File: config.mk
export PLATFORM = sky130hd
export DESIGN_NAME = pulse_sched
export DESIGN_NICKNAME = d
export VERILOG_FILES = /design/src/rtl/pulse_sched.sv
export SDC_FILE = /design/constraint.sdc
export NUM_CORES = 1
export LEC_CHECK = 0
export ABC_AREA = 1
export CAP_MARGIN = 20
export CORE_MARGIN = 3
export CORE_UTILIZATION = 47
export DETAILED_ROUTE_END_ITERATION = 6
export PLACE_DENSITY_LB_ADDON = 0.05
export SYNTH_ARGS = -nofsm -noshare
export SYNTH_HDL_FRONTEND = slang
export SYNTH_SLANG_ARGS = --single-unit
File: constraint.sdc
create_clock -name clock -period 1.95 [get_ports clock]
set_clock_uncertainty 0.1 [all_clocks]
set_input_delay 0.2925 -clock clock [delete_from_list [all_inputs] [get_ports clock]]
set_output_delay 0.2925 -clock clock [all_outputs]
set_load 0.005 [all_outputs]
File: src/rtl/pulse_sched.sv
// Round-robin scheduler that lends one shared pulse divider to two requesters,
// programs its divide value, restarts it, and counts go pulses until each wait completes.
module pulse_sched #(
    parameter int CW = 26,
    parameter int TW = 8
) (
    input  logic          clock,
    input  logic          reset,
    input  logic [1:0]    req,
    input  logic [CW-1:0] rate0,
    input  logic [CW-1:0] rate1,
    input  logic [TW-1:0] ticks0,
    input  logic [TW-1:0] ticks1,
    input  logic          go,
    output logic [CW-1:0] divideby,
    output logic          pulse_reset,
    output logic [1:0]    grant,
    output logic          busy,
    output logic [1:0]    done
);

    typedef enum logic [1:0] {
        IDLE,
        ARM,
        RUN,
        DONE
    } state_t;

    state_t        state;
    state_t        state_next;
    logic          last;
    logic [CW-1:0] rate_q;
    logic [TW-1:0] ticks_q;
    logic [TW-1:0] remaining;

    logic [1:0]    winner;
    logic [CW-1:0] win_rate;
    logic [TW-1:0] win_ticks;
    logic          win_zero;
    logic          last_tick;

    // On a tie the requester that did not finish most recently wins.
    always_comb begin
        winner = 2'b00;
        case (req)
            2'b01:   winner = 2'b01;
            2'b10:   winner = 2'b10;
            2'b11:   winner = last ? 2'b01 : 2'b10;
            default: winner = 2'b00;
        endcase
        win_rate  = winner[1] ? rate1  : rate0;
        win_ticks = winner[1] ? ticks1 : ticks0;
        win_zero  = (win_rate == '0) || (win_ticks == '0);
    end

    assign last_tick = go && (remaining == TW'(1));

    always_ff @(posedge clock) begin
        if (reset) begin
            state <= IDLE;
        end else begin
            state <= state_next;
        end
    end

    always_comb begin
        state_next = state;
        case (state)
            IDLE: begin
                if (req != 2'b00) begin
                    state_next = win_zero ? DONE : ARM;
                end
            end
            ARM:     state_next = RUN;
            RUN: begin
                if (last_tick) begin
                    state_next = DONE;
                end
            end
            DONE:    state_next = IDLE;
            default: state_next = IDLE;
        endcase
    end

    // Registered datapath: latched request, tick countdown and the registered outputs.
    always_ff @(posedge clock) begin
        if (reset) begin
            divideby  <= '0;
            grant     <= 2'b00;
            done      <= 2'b00;
            last      <= 1'b1;
            rate_q    <= '0;
            ticks_q   <= '0;
            remaining <= '0;
        end else begin
            done <= 2'b00;
            case (state)
                IDLE: begin
                    divideby <= '0;
                    grant    <= winner;
                    if (req != 2'b00) begin
                        rate_q  <= win_rate;
                        ticks_q <= win_ticks;
                        if (win_zero) begin
                            done <= winner;
                        end
                    end
                end
                ARM: begin
                    divideby  <= rate_q;
                    remaining <= ticks_q;
                end
                RUN: begin
                    if (go) begin
                        if (remaining == TW'(1)) begin
                            done <= grant;
                        end else begin
                            remaining <= remaining - TW'(1);
                        end
                    end
                end
                DONE: begin
                    last     <= grant[1];
                    divideby <= '0;
                    grant    <= 2'b00;
                end
                default: begin
                    divideby <= '0;
                    grant    <= 2'b00;
                end
            endcase
        end
    end

    always_comb begin
        busy        = (state != IDLE);
        pulse_reset = reset || (state == ARM);
    end

    // The completion strobe only ever names the current owner, and only in DONE.
    a_done_in_done: assert property (@(posedge clock) disable iff (reset)
        (done != 2'b00) |-> (state == DONE));
    a_grant_onehot: assert property (@(posedge clock) disable iff (reset)
        $onehot0(grant));
    a_done_owner: assert property (@(posedge clock) disable iff (reset)
        (done & ~grant) == 2'b00);

endmodule

# Word-level counts from Yosys, hierarchy flattened
# Cells that the tools add are included.
dict set report totals {
  wordCells 53
  ff_bits 75
  input_bits 73
}
dict set report classes {
  reduce_logical 15
  eq_ne 11
  n_mux 18
  add_sub_neg 1
}
# cell n
set op_table {}
lappend op_table {{26-bit one-hot mux with 2 select lines} 1}
lappend op_table {{26-bit logical NOT} 1}
lappend op_table {{26-bit two-way mux} 1}
lappend op_table {{8-bit two-way mux} 3}
lappend op_table {{2-bit two-way mux} 8}
lappend op_table {{8-bit one-hot mux with 2 select lines} 1}
lappend op_table {{2-bit nonzero test} 5}
lappend op_table {{2-bit == test, second input constant} 4}
lappend op_table {{8-bit by 1-bit == test with 1-bit output, second input constant} 1}
lappend op_table {{8-bit logical NOT} 1}
lappend op_table {{2-bit != test, second input constant} 4}
lappend op_table {{2-bit one-hot mux with 2 select lines} 2}
lappend op_table {{2-bit one-hot mux with 4 select lines} 1}
lappend op_table {{8-bit by 1-bit subtractor with 8-bit output, second input constant} 1}
lappend op_table {{2-bit one-hot mux with 3 select lines} 1}
lappend op_table {{2-bit by 1-bit == test with 1-bit output, second input constant} 2}
lappend op_table {{2-bit AND reduction} 2}
lappend op_table {{3-bit AND reduction} 1}
lappend op_table {{2-bit logical NOT} 1}
lappend op_table {{1-bit logical OR} 2}
lappend op_table {{2-bit OR reduction} 1}
lappend op_table {{1-bit logical AND} 1}

# Longest topological paths before layout
dict set report logic_depth {
  word_depth 8
  mapped_depth 13
}

# Worst setup path before layout
# Ideal clock, no wire load.
dict set report synth_timing {
  path_type {register to register}
  from {register state[1]}
  to {register divideby[10]}
  arrival_time_ps 1553
  path_buffers 1
  stages_incl_launch_ff 8
  setup_ps 70
  t_required_ps 1780
  path_slack_ps 226
  cell_sequence {dfxtp_1 -> inv_1 -> ha_1 -> inv_1 -> nor2_1 -> clkbuf_1 -> nand2_1 -> a21oi_1}
}
dict set report synth_via {
  elab_chain_len 3
  elab_cells_between_ends 6
}
# item line
set synth_lines {}
lappend synth_lines {{start, declared} 29} ;# state_t state;
lappend synth_lines {{start signal, assigned} 62} ;# state <= state_next;
lappend synth_lines {{2-bit == test / 2-bit logical NOT (equally long branches)} 97} ;# case (state)
lappend synth_lines {{2-bit OR reduction (no source line)} -}
lappend synth_lines {{26-bit one-hot mux with 2 select lines / 2-bit nonzero test (equally long branches)} -}
lappend synth_lines {{end signal, assigned} 110} ;# divideby <= rate_q;
lappend synth_lines {{end, declared} 15} ;# output logic [CW-1:0] divideby,
# Several ways; a longest one is shown, not always the timed one.
# A chain may end at the register's enable or synchronous reset.

# Worst setup path after layout
dict set report layout_timing {
  from {register last}
  to {register state[1]}
}
dict set report layout_via {
  elab_chain_len 8
  elab_cells_between_ends 10
}
# item line
set layout_lines {}
lappend layout_lines {{start, declared} 31} ;# logic last;
lappend layout_lines {{start signal, assigned} 123} ;# last <= grant[1];
lappend layout_lines {{2-bit two-way mux (*)} 48} ;# 2'b11: winner = last ? 2'b01 : 2'b10;
lappend layout_lines {{2-bit one-hot mux with 3 select lines (*)} 45} ;# case (req)
lappend layout_lines {{26-bit two-way mux / 8-bit two-way mux (equally long branches)} {51, 52}}
lappend layout_lines {{26-bit logical NOT / 8-bit logical NOT (equally long branches)} 53} ;# win_zero = (win_rate == '0) || (win_ticks == '0);
lappend layout_lines {{1-bit logical OR (*)} 53}
lappend layout_lines {{2-bit two-way mux (*)} 71} ;# state_next = win_zero ? DONE : ARM;
lappend layout_lines {{2-bit two-way mux (*)} 70} ;# if (req != 2'b00) begin
lappend layout_lines {{2-bit one-hot mux with 4 select lines (*)} 68} ;# case (state)
# Every way passes the cells marked *; elsewhere a longest branch is shown, timed or not. The select of a mux whose other input is x is not followed.

==> flow_metrics.tcl <==
set metrics [dict create \
    first_iter_violations 193 \
    finalNetCount 742 \
    root_buffer "clkbuf_8" \
    status "completed" \
    slowest_stage "dfxtp_1" \
    grt-ovfl-total 0 \
    routed_via_density 5.003 \
    cp.required_ps 2130 \
    num_io_pins 105 \
    final_common_cell "nand2_1" \
    p_per_area_mw_per_mm2 1155 \
    ir_worst_vdd_v 0.0004698 \
    synth_edf_count 0 \
    hp-class "reg -> reg" \
    grt_pass1_vias 3440 \
    core_region_area_mm2 0.007019 \
    layout-drive-gt1-share_pct 14.24 \
    timing.final.ws_setup_ps 213.4 \
    setup-violations-final 0 \
    numPortBuffers 104 \
    ys_seq_area_share_pct 42.58 \
    period_needed_ps 1737 \
    yosys_register_bits 75 \
    slowest_delay_ps 360 \
    antenna_left 0 \
    antennaDiodeCount 0 \
    regArea_mm2 0.001504 \
    ctsHoldBuffers 0 \
    synthDistinctLibCells 23 \
    drv_cap 0 \
    fillCellCount 547 \
    dieHeight_um 92.62 \
    ys.flop_type "dfxtp_1" \
    period_share_pct 89.06 \
    drc_errors 0 \
    p_leak_nw 2.327 \
    synth_area_per_cell_um2 6.913 \
    grt_max_degree 42 \
    cts_tree "yes" \
    final_cell_mix "nand2_1, clkdlybuf4s50_1, dfxtp_1" \
    numCtsBuffers 9 \
    std_cell_rows 30 \
    antenna_found_initial 0 \
    die_w_um 92.62 \
    syn-num-nets 590 \
    initial_utilization_pct 50.23 \
    clockBufferDepth 2 \
    cp_common_cell "nand2_1" \
    area_delta_synth_final_pct 51.35 \
    finalHoldViolations 0 \
    grt_pass1_wl_um 16490 \
    synth-async-reset-ratio_pct 0 \
    syn_area_mm2 0.003526 \
    worst_slew_pin_slew_ps 367.5 \
    drt-total-wl_um 10220 \
    clock.fmax_ghz 0.5758 \
    htreeDepth 3 \
    avgRoutedWirePerCell_um 13.39 \
    fin_cells 763 \
    via_count 3817 \
    pre_cts_ws_ps -353.1 \
    clk_pin_slew_ps 90 \
    path_max_fanout 14 \
    ys_warn_count 0 \
    start_kind "flip-flop" \
    gp_congestion 0.8806 \
    hpwl_um 7697 \
    worstSetupPathType "reg -> reg" \
    track_usage_pct 24.12 \
    synth_cells 510 \
    drv_slew 0 \
    clk_latency_ps 350 \
    die_area_mm2 0.008578 \
    dp_cells 744 \
    cp.arrival_ps 1920 \
    first_pass_iters 5 \
    worstSetupEndpointType "flip-flop" \
    slew_headroom_pct 75.50 \
    crit_chain "nand2_2, nand2_4, buf_12, nand2_1, nand2_1, nand2_1, nor2_1, nand2_1, nor2_1, nand2_1, nand2_1, nand2_1, a21oi_1" \
    clock_sinks 75 \
    multi_input_area_mm2 0.001759 \
]
through the flow:
step / hold WS, ps / utilization (%) / area (um2) / TNS [ps] / power, W
after floorplan: 337.8 / - / 3526 / 0 / 0.003732
after global placement: 343.6 / 72.19 / 5067 / -1235 / 0.004856
after detailed placement: 354.2 / 72.19 / 5067 / -1560 / 0.004936
after CTS: 363.3 / 75.01 / 5265 / 0 / 0.006102
after global routing: 380.3 / 76.02 / 5336 / -8.359 / 0.006596
final: 366.1 / 76.02 / 5336 / 0 / 0.006166
worst paths after layout:
kind / from / end / slack, ps / cells past startpoint
worst min register to register: divideby[7] / divideby[7] / 370 / 2
worst min-delay path: divideby[7] / divideby[7] / 370 / 2
worst max register to register: last / state[1] / 210 / 13
worst max-delay path: last / state[1] / 210 / 13
worst max-delay path, delay by kind of cell, from the launching register on:
kind,cells,cell delay (ps)
and+or+nand+nor,11,950
DFF,1,360
buffers and inverters,1,140
AOI/OAI and AO/OA,1,120
layout make-up:
cell class / instances / area share, %
Tap cell: 96 / 2.251
Multi-Input combinational cell: 362 / 32.97
Timing Repair Buffer: 172 / 30.20
Clock inverter: 7 / 1.125
Clock buffer: 9 / 2.321
Inverter: 42 / 2.954
Sequential cell: 75 / 28.18
Yosys cell counts (2+ instances only):
cell type	n	area, um2
nand2_1	162	608.1
dfxtp_1	75	1501
a21oi_1	60	300.3
o21ai_0	46	230.2
inv_1	42	157.7
clkbuf_1	21	78.83
nor2_1	20	75.07
nand3_1	18	90.09
a31oi_1	16	100.1
nand3b_1	15	112.6
buf_2	7	35.03
ha_1	7	87.58
nand4_1	5	31.28
o21ai_1	4	20.02
buf_4	2	15.01
o211ai_1	2	15.01
xor2_1	2	17.52
cells by family after synthesis:
family,Yosys count,synth area share (%)
flops,75,42.58
fa+ha+maj,7,2.484
compound gates,132,19.80
simple gates,221,26.19
buf+inv,73,8.446
xor+xnor,2,0.4969
what timing repair did:
item,CTS,global route
gates cloned,0,1
endpoints found under the setup margin,2,4
resized for setup,8,10
setup buffers,0,2
where the power goes:
part           switching [W]  total, W  leakage [nW]  internal (W)
Combinational        0.00147   0.00273          1.63       0.00125
Sequential          0.000303   0.00232         0.617       0.00202
Clock               0.000638   0.00112        0.0844      0.000481
sequential cells by signal, summed over array words and instances (netlist names):
signal and count:
divideby 26, done 2, grant 2, last 1, rate_q 26, remaining 8, state 2, ticks_q 8
routing by layer:
layer | vias up | GRT usage [%] | wire (um)
met3 | 11 | 6.174 | 909
met1 | 1680 | 34.60 | 4794
met2 | 151 | 35.35 | 4384
met5 | - | 0 | 0
li1 | 1975 | - | -
met4 | 0 | 7.692 | 128
(Power assumes the default switching activity.)
